[config.mk]
export PLATFORM = sky130hd
export DESIGN_NAME = uart_rx_sipo_flat
export DESIGN_NICKNAME = d
export VERILOG_FILES = /design/src/rtl/uart_rx_sipo_if.sv /design/src/rtl/uart_rx_sipo.sv /design/src/flat_wrapper.sv
export SDC_FILE = /design/constraint.sdc
export NUM_CORES = 1
export LEC_CHECK = 0
export CAP_MARGIN = 20
export CORE_ASPECT_RATIO = 0.5
export CORE_MARGIN = 4
export CORE_UTILIZATION = 40
export CTS_CLUSTER_DIAMETER = 40
export DETAILED_ROUTE_END_ITERATION = 12
export GPL_TIMING_DRIVEN = 0
export PLACE_DENSITY_LB_ADDON = 0.08
export SETUP_SLACK_MARGIN = 0.2
export SLEW_MARGIN = 10
export SYNTH_ARGS = -nofsm -noshare
export SYNTH_HDL_FRONTEND = slang
export SYNTH_SLANG_ARGS = --single-unit
export TNS_END_PERCENT = 50
[constraint.sdc]
create_clock -name clock -period 2.92 [get_ports clock]
set_input_delay 0.438 -clock clock [delete_from_list [all_inputs] [get_ports clock]]
set_output_delay 0.438 -clock clock [all_outputs]
set_load 0.02 [all_outputs]
[src/rtl/uart_rx_sipo_if.sv]
// Purpose: bundles the tick/serial inputs and the parallel frame outputs of the UART
//   receive SIPO stage so the stage and its driver share a single port.
// Ports: baud_tick, data_rx, parity_type (toward receiver);
//   raw_data, parity_bit, start_bit, stop_bit, recieved_flag, active_flag (from receiver).
interface uart_rx_sipo_if;
  logic       baud_tick;
  logic       data_rx;
  logic [1:0] parity_type;
  logic [7:0] raw_data;
  logic       parity_bit;
  logic       start_bit;
  logic       stop_bit;
  logic       recieved_flag;
  logic       active_flag;

  // master: the side that drives the serial line and consumes frames
  modport master (
    output baud_tick, data_rx, parity_type,
    input  raw_data, parity_bit, start_bit, stop_bit, recieved_flag, active_flag
  );

  // slave: the receiver itself
  modport slave (
    input  baud_tick, data_rx, parity_type,
    output raw_data, parity_bit, start_bit, stop_bit, recieved_flag, active_flag
  );
endinterface

[src/rtl/uart_rx_sipo.sv]
// Purpose: UART receive serial-in/parallel-out; oversamples rx, frames start/8 data/
//   optional parity/stop and passes every field through unjudged.
// Latency: fields + 1-cycle recieved_flag one clock after the stop-bit sample.
// Backpressure: none; each completed frame produces one flag and overwrites the fields.
// Ports: clock, reset_n (sync, active-low); bus (slave modport): baud_tick, data_rx,
//   parity_type in; raw_data, parity_bit, start_bit, stop_bit, recieved_flag,
//   active_flag out.
module uart_rx_sipo #(
  parameter int OVERSAMPLE = 16
) (
  input  logic           clock,
  input  logic           reset_n,
  uart_rx_sipo_if.slave  bus
);

  localparam int          CW        = $clog2(OVERSAMPLE);
  localparam logic [CW-1:0] HALF_LAST = CW'(OVERSAMPLE / 2 - 1);
  localparam logic [CW-1:0] FULL_LAST = CW'(OVERSAMPLE - 1);

  typedef enum logic [2:0] {
    S_IDLE,
    S_START,
    S_DATA,
    S_PARITY,
    S_STOP
  } state_t;

  state_t        state;
  logic          rx_meta;
  logic          rx_s;
  logic          armed;
  logic [CW-1:0] tick_cnt;
  logic [2:0]    bit_cnt;
  logic [7:0]    shreg;
  logic          par_en;     // frame carries a parity bit (type latched at start)
  logic          start_s;
  logic          par_s;
  logic          stop_s;
  logic          done;       // stop bit just sampled; publish fields next clock

  always_ff @(posedge clock) begin
    if (!reset_n) begin
      state             <= S_IDLE;
      rx_meta           <= 1'b1;
      rx_s              <= 1'b1;
      armed             <= 1'b0;
      tick_cnt          <= '0;
      bit_cnt           <= '0;
      shreg             <= '0;
      par_en            <= 1'b0;
      start_s           <= 1'b0;
      par_s             <= 1'b1;
      stop_s            <= 1'b1;
      done              <= 1'b0;
      bus.raw_data      <= '0;
      bus.parity_bit    <= 1'b1;
      bus.start_bit     <= 1'b0;
      bus.stop_bit      <= 1'b1;
      bus.recieved_flag <= 1'b0;
      bus.active_flag   <= 1'b0;
    end else begin
      rx_meta <= bus.data_rx;
      rx_s    <= rx_meta;

      // Fields are copied as a group so the outputs never show a partial frame.
      bus.recieved_flag <= done;
      if (done) begin
        bus.raw_data   <= shreg;
        bus.parity_bit <= par_s;
        bus.start_bit  <= start_s;
        bus.stop_bit   <= stop_s;
      end
      done <= 1'b0;

      case (state)
        S_IDLE: begin
          if (rx_s) begin
            armed <= 1'b1;
          end
          // Only a falling edge after the line was seen high starts a frame, so a
          // held-low break cannot retrigger.
          if (armed && !rx_s) begin
            state           <= S_START;
            tick_cnt        <= '0;
            bit_cnt         <= '0;
            par_en          <= (bus.parity_type == 2'b01) || (bus.parity_type == 2'b10);
            bus.active_flag <= 1'b1;
          end
        end

        S_START: begin
          if (bus.baud_tick) begin
            if (tick_cnt == HALF_LAST) begin
              // No false-start abort: the sample is kept and the frame runs on.
              start_s  <= rx_s;
              tick_cnt <= '0;
              state    <= S_DATA;
            end else begin
              tick_cnt <= tick_cnt + CW'(1);
            end
          end
        end

        S_DATA: begin
          if (bus.baud_tick) begin
            if (tick_cnt == FULL_LAST) begin
              tick_cnt <= '0;
              shreg    <= {rx_s, shreg[7:1]};
              bit_cnt  <= bit_cnt + 3'd1;
              if (bit_cnt == 3'd7) begin
                if (par_en) begin
                  state <= S_PARITY;
                end else begin
                  par_s <= 1'b1;
                  state <= S_STOP;
                end
              end
            end else begin
              tick_cnt <= tick_cnt + CW'(1);
            end
          end
        end

        S_PARITY: begin
          if (bus.baud_tick) begin
            if (tick_cnt == FULL_LAST) begin
              tick_cnt <= '0;
              par_s    <= rx_s;
              state    <= S_STOP;
            end else begin
              tick_cnt <= tick_cnt + CW'(1);
            end
          end
        end

        S_STOP: begin
          if (bus.baud_tick) begin
            if (tick_cnt == FULL_LAST) begin
              tick_cnt        <= '0;
              stop_s          <= rx_s;
              done            <= 1'b1;
              // Returning mid stop bit lets a back-to-back start edge be caught;
              // a low stop (break) leaves the receiver unarmed until the line rises.
              armed           <= rx_s;
              state           <= S_IDLE;
              bus.active_flag <= 1'b0;
            end else begin
              tick_cnt <= tick_cnt + CW'(1);
            end
          end
        end

        default: begin
          state           <= S_IDLE;
          bus.active_flag <= 1'b0;
        end
      endcase
    end
  end

endmodule

[src/flat_wrapper.sv]
// flat-port wrapper written by rule: the top's interface ports become plain ports
module uart_rx_sipo_flat 
#(
  parameter int OVERSAMPLE = 16
)
  (clock, reset_n, bus_baud_tick, bus_data_rx, bus_parity_type, bus_raw_data, bus_parity_bit, bus_start_bit, bus_stop_bit, bus_recieved_flag, bus_active_flag);
  uart_rx_sipo_if bus_i ();
  input  logic clock;
  input  logic reset_n;
  input wire logic [$bits(bus_i.baud_tick)-1:0] bus_baud_tick;
  input wire logic [$bits(bus_i.data_rx)-1:0] bus_data_rx;
  input wire logic [$bits(bus_i.parity_type)-1:0] bus_parity_type;
  output wire logic [$bits(bus_i.raw_data)-1:0] bus_raw_data;
  output wire logic [$bits(bus_i.parity_bit)-1:0] bus_parity_bit;
  output wire logic [$bits(bus_i.start_bit)-1:0] bus_start_bit;
  output wire logic [$bits(bus_i.stop_bit)-1:0] bus_stop_bit;
  output wire logic [$bits(bus_i.recieved_flag)-1:0] bus_recieved_flag;
  output wire logic [$bits(bus_i.active_flag)-1:0] bus_active_flag;
  assign bus_i.baud_tick = bus_baud_tick;
  assign bus_i.data_rx = bus_data_rx;
  assign bus_i.parity_type = bus_parity_type;
  assign bus_raw_data = bus_i.raw_data;
  assign bus_parity_bit = bus_i.parity_bit;
  assign bus_start_bit = bus_i.start_bit;
  assign bus_stop_bit = bus_i.stop_bit;
  assign bus_recieved_flag = bus_i.recieved_flag;
  assign bus_active_flag = bus_i.active_flag;
  uart_rx_sipo #(.OVERSAMPLE(OVERSAMPLE)) u_core (.clock(clock), .reset_n(reset_n), .bus(bus_i));
endmodule
==> summary.md, run 1 <==
| Metric | Value |
|---|---|
| Cell area after synthesis | `1630 um^2` |
| CP max stage delay | `600 ps` |
| Final non-filler cell total | `255` |
| CORE AREA | `3920 um^2` |
| Post-synth ARST share | `0` |
| First-pass GRT wire length | `5840 um` |
| H-tree depth | `2` |
| Vias per cell | `4.93` |
| Initial DRC Count | `31` |
| Port bufs | `18` |
| Drt first pass iters | `4` |
| Synthesized instance count | `175` |
| Layout Skew | `5.95 ps` |
| Worst Path Buf+Inv | `1` |
| Status | `finished, final reports clean` |
| CTS Buf Count | `5` |
| Syn_nets | `184` |
| Mean post-synth cell area | `9.32 um^2` |
| Starting Density | `0.416` |
| DRC violations left | `0` |
| Metal-1 WL | `1760 um` |
| Setup Slack @ Placement | `748 ps` |
| LEAKAGE | `0.751 nW` |
| Vias in the first global route | `1255` |
| Ys flop type | `dfxtp_1` |
| Via count | `1257` |
| EDFF count, synth | `0` |
| DIE AREA | `5230 um^2` |
| # diodes | `0` |
| Maximum vdd drop | `184 uV` |
| WS Path Type | `input pin to flop` |
| Met2 wire length | `1380 um` |
| Worst-path cell with the longest stage delay | `clkdlybuf4s50_1` |
| YS warnings | `0` |
| Worst Path Arrival | `2050 ps` |
| Worst Hold Class | `flop to flop` |
| # nets final | `209` |
| Placed cells | `247` |
| Routability cong. | `0.757` |
| Fin crit period | `1890 ps` |
| Least-Margin Pin Slew | `712 ps` |
| Top delay family on crit path | `simple AND/OR/NAND/NOR gates` |
| Register area share after synthesis | `0.479` |
| DIE WIDTH | `98.3 um` |
| Synth unique cells | `34` |
| # hold bufs at CTS | `0` |
| Final period util | `0.646` |
| DR top layer | `met4` |
| GRT overflow | `0` |
| WP data required | `3080 ps` |
| Avg WL per Cell | `12.8 um` |
| Hold slack | `409 ps` |
| Final hold violations | `0` |
| Post CTS Setup Buffer Count | `0` |
| Resize count post-CTS | `0` |
| Final setup viols | `0` |
| Routed WL | `3270 um` |
| Max-cap violations | `0` |
| Root buf cell | `clkbuf_8` |
| TritonCTS clock tree | `done` |
| PnR Total Power | `0.937 mW` |
| Proportion of layout cells with a drive suffix above 1 | `0.0796` |
| Met3 Routed Length | `124 um` |
| Critical Path Sink Type | `flop` |
| Clock Latency Late Sink | `290 ps` |
| I/O Pins | `19` |
| Total track usage | `0.143` |
| Critical Path, Cell by Cell | `clkdlybuf4s50_1 -> nand3_1 -> nor4_1 -> mux2i_1 -> nor2_1` |
| RSZ-0062 raised after global routing | `false` |
| DP Wirelength | `2250 um` |
| Number of synthesized register bits | `39` |
| Critical path fanouts, max | `7` |
| Core Util, Final | `0.501` |
| Max Clock Freq | `530 MHz` |
| Max clock buf depth | `2` |
| Commonest non-fill, non-tap cell in the layout | `dfxtp_1` |
| CTS Sinks | `39` |
| Slew Limit Fails | `0` |
| Area Overhead vs Synth | `20.4%` |
| Slew HR | `0.525` |
| Initial antenna violation count | `0` |
| Most frequent cells in the layout | `dfxtp_1 (39), nor2_1 (33), mux2i_1 (22)` |
| Setup TNS | `0 ps` |
| PwrDens | `477 nW/um^2` |
| Largest net degree at the start of global routing | `13` |
| Fin area | `1960 um^2` |
| Die H | `53.2 um` |
| Placed inst area | `1880 um^2` |
| Clock transition at the registers of the reported paths | `80 ps` |
| Row cnt | `16` |
| Worst setup SP type | `input pin` |
| PnR worst setup slack | `1030 ps` |
| Post-DRT Antenna Nets | `0` |
cell type report:
cell class,instances,area [um^2]
Clock buffer,6,72.6
Clock inverter,2,12.5
Tap cell,54,67.6
Multi-Input combinational cell,123,792
Timing Repair Buffer,18,180
Inverter,4,15.0
Fill cell,390,1960
Sequential cell,39,781
Buffer,9,43.8
cells in the mapped netlist, types with 2 or more instances:
cell type | n | area (um^2)
or4b_1 | 2 | 20.0
nand3_1 | 7 | 35.0
a31oi_1 | 3 | 18.8
ha_1 | 3 | 37.5
nand2_1 | 13 | 48.8
o21ai_0 | 4 | 20.0
dfxtp_1 | 39 | 781
xor2_1 | 2 | 17.5
clkbuf_1 | 5 | 18.8
buf_2 | 2 | 10.0
nor2_1 | 33 | 124
inv_1 | 4 | 15.0
nor3_1 | 3 | 15.0
a21oi_1 | 9 | 45.0
a211oi_1 | 3 | 22.5
and2_1 | 2 | 12.5
nand2b_1 | 3 | 18.8
mux2i_1 | 22 | 220
path summary, 6_finish.rpt:
| path | start | cells past startpoint | slack (ps) | end |
|---|---|---|---|---|
| setup / recovery | bus_baud_tick | 5 | 1030 | u_core.start_s |
| hold / removal | u_core.rx_meta | 1 | 410 | u_core.rx_s |
| setup reg to reg | u_core.tick_cnt[0] | 5 | 1140 | u_core.par_s |
| hold reg to reg | u_core.rx_meta | 1 | 410 | u_core.rx_s |
kinds of logic (layout without fill, tap and decap cells):
kind of cell	count (synthesis)	in the layout	share of synthesized area
compound gates	22	22	0.0890
xor+xnor	3	3	0.0207
flops	39	39	0.479
mux	22	22	0.135
buf+inv	13	39	0.0360
simple gates	73	73	0.218
fa+ha+maj	3	3	0.0230
where the power goes:
group          switching, mW  internal, mW
registers            0.00276         0.535
logic                 0.0237        0.0163
clock network          0.192         0.167
total                  0.219         0.719
registers in the layout (all words and copies together), names as in the netlist, 3 cells and up:
signal	flops
u_core.tick_cnt	4
u_core.state	3
u_core.bus.raw_data	8
u_core.bit_cnt	3
u_core.shreg	8
routing by layer:
layer  GRT usage  vias up
met5           0        -
met4      0.0385        0
met3      0.0526        2
met2       0.226       18
met1       0.185      589
li1            -      648
Power figures use the tool's default switching activity.
==> run 2, diff against run 1 <==
- clock period: 2.92 -> 1.5 ns (I/O delays scaled with it)
==> run 2 against run 1 <==
The run now ends with negative setup slack left; global-route usage up 1.1 points; register-to-register slack got worse by 1300 ps; final area increased by 22%; count of clock-buffer cells in the layout unchanged; wire length up 12%; clock power increased to 2.6 times the previous value; sequential cell count is the same; critical endpoint is now u_core.par_s; largest power group unchanged.
==> summary.md, run 2 (synthesis results as in run 1) <==
| Metric | Value |
|---|---|
| TritonCTS clock tree | `done` |
| Row cnt | `16` |
| Critical path fanouts, max | `8` |
| Via count | `1343` |
| Avg WL per Cell | `13.3 um` |
| Placed cells | `247` |
| LEAKAGE | `0.965 nW` |
| Maximum vdd drop | `421 uV` |
| Proportion of layout cells with a drive suffix above 1 | `0.312` |
| Worst setup SP type | `flop` |
| # nets final | `229` |
| Final non-filler cell total | `275` |
| Starting Density | `0.416` |
| Final hold violations | `0` |
| Met3 Routed Length | `124 um` |
| GRT overflow | `0` |
| Fin area | `2390 um^2` |
| Post-DRT Antenna Nets | `0` |
| Routability cong. | `0.771` |
| Drt first pass iters | `4` |
| I/O Pins | `19` |
| H-tree depth | `2` |
| PwrDens | `869 nW/um^2` |
| Switching Share | `0.215` |
| Max-cap violations | `0` |
| # diodes | `0` |
| Least-Margin Pin Slew | `564 ps` |
| DIE AREA | `5230 um^2` |
| PnR worst setup slack | `-168 ps` |
| Final setup viols | `5` |
| WS Path Type | `flop to flop` |
| DR top layer | `met4` |
| Die H | `53.2 um` |
| Vias in the first global route | `1315` |
| Metal-1 WL | `1920 um` |
| Slew Limit Fails | `0` |
| DIE WIDTH | `98.3 um` |
| FF-to-FF setup slack | `-170 ps` |
| DP Wirelength | `2160 um` |
| Clk pwr share | `0.447` |
| Final period util | `1.11` |
| Clock transition at the registers of the reported paths | `80 ps` |
| Largest registers | `u_core.bus.raw_data: 8 flops, u_core.shreg: 8 flops, u_core.tick_cnt: 4 flops` |
| CTS Sinks | `39` |
| Initial antenna violation count | `0` |
| Slew HR | `0.624` |
| CP Launch Point | `u_core.state[1]` |
| Internal power | `1.63 mW` |
| Status | `complete, but fails checks` |
| Combinational share of power | `0.051` |
| Clock Latency Late Sink | `290 ps` |
| First-pass GRT wire length | `6160 um` |
| Most frequent cells in the layout | `nor2_1 (30), dfxtp_1 (30), mux2i_1 (22)` |
| # hold bufs at CTS | `0` |
| Critical Path Sink Type | `flop` |
| Max clock buf depth | `2` |
| Sw power | `0.448 mW` |
| Largest net degree at the start of global routing | `14` |
| Area Overhead vs Synth | `46.7%` |
| Total track usage | `0.154` |
| Failing checks | `negative setup slack` |
| CORE AREA | `3920 um^2` |
| Hold slack | `413 ps` |
| RSZ-0062 raised after global routing | `true` |
| Worst Min Path Start | `u_core.rx_meta` |
| Port bufs | `18` |
| FILL cells | `357` |
| Max Clock Freq | `599 MHz` |
| Reg2reg start | `u_core.state[1]` |
| Layout Skew | `5.54 ps` |
| Worst Path Arrival | `1890 ps` |
| Sequential power share | `0.501` |
| Placed inst area | `1900 um^2` |
| Routed WL | `3670 um` |
| Vias per cell | `4.88` |
| Fin crit period | `1670 ps` |
| DRC violations left | `0` |
| WP data required | `1720 ps` |
| Met2 wire length | `1620 um` |
| CTS Buf Count | `5` |
| Worst Hold Class | `flop to flop` |
| Root buf cell | `clkbuf_8` |
| Initial DRC Count | `59` |
## run 2: cell types whose count changed in the layout (fill, tap and decap cells not counted), sizes merged
cell	previous run	this run
clkinv	1	0
inv	4	5
clkinvlp	1	0
clkdlybuf4s50	18	4
buf	4	24
dlygate4sd2	0	14
bufinv	0	1
## run 2: worst paths after layout
path,endpoint,cells past startpoint
worst max-delay path,u_core.par_s,5
worst min-delay path,u_core.rx_s,1
worst max register to register,u_core.par_s,5
worst min register to register,u_core.rx_s,1
## run 2: worst max-delay path: stages, from the launching register on
cell      delay, ps
dfxtp_4         370
nand2b_4        150
xor2_2          150
o21a_4          230
or4_4           530
a32oi_2         180
## run 2: area by class of cell
cell class / instances / area, um^2 / share of cell area
multi-input combinational: 123 / 976 / 0.408
clock buffer: 6 / 82.6 / 0.0345
clock inverter: 2 / 38.8 / 0.0162
sequential: 39 / 800 / 0.334
inverter: 4 / 15.0 / 0.00627
timing repair buffer: 38 / 352 / 0.147
tap: 54 / 67.6 / 0.0282
buffer: 9 / 62.6 / 0.0261
## run 2: through the flow
step | TNS (ps) | setup slack [ps] | power, mW | util
final | -587 | -168 | 2.08 | 0.610
after global routing | -1110 | -230 | 2.17 | 0.610
after CTS | -543 | -155 | 2.11 | 0.592
after detailed placement | -6750 | -495 | 1.15 | 0.484
after global placement | -6530 | -486 | 1.15 | 0.484
after floorplan | -309 | -111 | 1.12 | -
## run 2: power groups by stage
stage / combinational (mW) / sequential (mW) / clock (mW)
2_1_floorplan: 0.0470 / 1.07 / 0
3_3_place_gp: 0.0789 / 1.07 / 0
3_5_place_dp: 0.0792 / 1.07 / 0
4_1_cts: 0.101 / 1.04 / 0.963
5_1_grt: 0.117 / 1.04 / 1.01
6_report: 0.107 / 1.04 / 0.931
## run 2: layer usage
| metal | global-route usage | up-vias |
|---|---|---|
| met1 | 0.197 | 632 |
| met3 | 0.0474 | 2 |
| li1 | - | 691 |
| met4 | 0.0476 | 0 |
| met5 | 0 | - |
| met2 | 0.254 | 18 |
## run 2: what timing repair did
item,CTS,global route
cloned,1,0
endpoints found under the setup margin,44,24
pin swaps,16,7
buffers inserted,17,2
resized for setup,58,9
==> run 3, diff against run 2 <==
- CORE_MARGIN: 4 -> 3
==> run 3 against run 2 <==
The run still ends with negative setup slack left; largest power group unchanged; critical path type unchanged; clock skew shrank 0.91 ps; highest routed layer unchanged; die area shrank 5.7%; total power down 3.9%; critical path depth unchanged; largest cell class unchanged.
==> summary.md, run 3 (synthesis results as in run 1) <==
| Metric | Value |
|---|---|
| Largest registers | `u_core.bus.raw_data: 8 flops, u_core.shreg: 8 flops, u_core.tick_cnt: 4 flops` |
| Combinational share of power | `0.049` |
| Max-cap violations | `0` |
| Clock Latency Late Sink | `290 ps` |
| Hold slack | `421 ps` |
| Post-DRT Antenna Nets | `0` |
| Worst Hold Class | `flop to flop` |
| RSZ-0062 raised after global routing | `true` |
| Maximum vdd drop | `625 uV` |
| Proportion of layout cells with a drive suffix above 1 | `0.224` |
| Root buf cell | `clkbuf_8` |
| Total track usage | `0.157` |
| Vias in the first global route | `1207` |
| PnR worst setup slack | `-191 ps` |
| Port bufs | `18` |
| Final period util | `1.13` |
| Largest net degree at the start of global routing | `13` |
| Worst Path Arrival | `1910 ps` |
| Failing checks | `negative setup slack` |
| First-pass GRT wire length | `5790 um` |
| I/O Pins | `19` |
| Via count | `1313` |
| # nets final | `219` |
| Initial antenna violation count | `0` |
| Least-Margin Pin Slew | `642 ps` |
| Routed WL | `3460 um` |
| DP Wirelength | `2140 um` |
| CORE AREA | `3660 um^2` |
| DIE AREA | `4930 um^2` |
| GRT overflow | `0` |
| Starting Density | `0.446` |
| WS Path Type | `flop to flop` |
| Row cnt | `15` |
| DIE WIDTH | `96.3 um` |
| # hold bufs at CTS | `0` |
| Commonest non-fill, non-tap cell in the layout | `nor2_1` |
| Critical path fanouts, max | `7` |
| Drt first pass iters | `4` |
| Worst setup SP type | `flop` |
| H-tree depth | `2` |
| Internal power | `1.57 mW` |
| Final hold violations | `0` |
| Max Clock Freq | `592 MHz` |
| Fin area | `2160 um^2` |
| TritonCTS clock tree | `done` |
| Setup TNS | `-1120 ps` |
| Vias per cell | `5.03` |
| PwrDens | `923 nW/um^2` |
| Placed inst area | `1900 um^2` |
| Slew HR | `0.568` |
| Avg WL per Cell | `13.2 um` |
| CTS Sinks | `39` |
| Most frequent cells in the layout | `nor2_1 (32), dfxtp_1 (31), mux2i_1 (22)` |
| Initial DRC Count | `50` |
| Clock transition at the registers of the reported paths | `80 ps` |
| Clk pwr share | `0.428` |
| Switching Share | `0.215` |
| # diodes | `0` |
| Max clock buf depth | `2` |
| LEAKAGE | `0.885 nW` |
| Die H | `51.2 um` |
| Sequential power share | `0.523` |
| Critical Path Sink Type | `flop` |
| Slew Limit Fails | `0` |
| Area Overhead vs Synth | `32.7%` |
| Status | `complete, but fails checks` |
| Fin crit period | `1690 ps` |
| Sw power | `0.430 mW` |
| Routability cong. | `0.786` |
| Core Util, Final | `0.591` |
| WP data required | `1720 ps` |
| Final setup viols | `17` |
| CTS Buf Count | `5` |
| Layout Skew | `4.63 ps` |
| DRC violations left | `0` |
run 3: metal layers:
metal  track usage  routed length, um  up-vias
met5             0                  0        -
met4        0.0558                 48        0
met3        0.0515                211        7
met2         0.224               1430       35
met1         0.220               1770      599
li1              -                  -      672
run 3: path summary, 6_finish.rpt:
path,start,endpoint,slack (ps),depth (start not counted)
setup reg to reg,u_core.state[1],u_core.par_s,-190,5
hold / removal,u_core.rx_meta,u_core.rx_s,420,1
setup / recovery,u_core.state[1],u_core.par_s,-190,5
hold reg to reg,u_core.rx_meta,u_core.rx_s,420,1
run 3: metrics by stage:
step	total power [mW]	instances	worst slack [ps]
floorplan	1.12	175	-111
global placement	1.15	244	-444
detailed placement	1.15	244	-406
CTS	2.02	259	-171
global route	2.08	261	-244
finish	2.00	261	-191
run 3: what timing repair did:
item,4_1_cts,5_1_grt
resized for setup,30,12
buffers inserted,8,2
hold endpoints to repair,0,0
pin swaps,8,7
cloned,0,0
setup endpoints to repair,44,23
run 3: power by group through the flow:
stage	Combinational (mW)	Sequential, mW	Clock (mW)
floorplan	0.0470	1.07	0
global placement	0.0782	1.07	0
detailed placement	0.0787	1.07	0
CTS	0.0902	1.05	0.883
global route	0.107	1.05	0.924
finish	0.0985	1.04	0.855
run 3: cell type report:
type,count,area [um^2]
Clock inverter,2,37.5
Buffer,9,55.1
Sequential cell,39,796
Timing Repair Buffer,28,241
Multi-Input combinational cell,123,887
Clock buffer,5,68.8
Inverter,4,15.0
Tap cell,51,63.8
Fill cell,345,1500
run 3: worst max-delay path, cell delays in order, from the launching register on:
cell	delay [ps]
dfxtp_4	380
nand2b_4	150
xor2_1	150
o21a_4	240
or4_4	530
a32oi_2	170
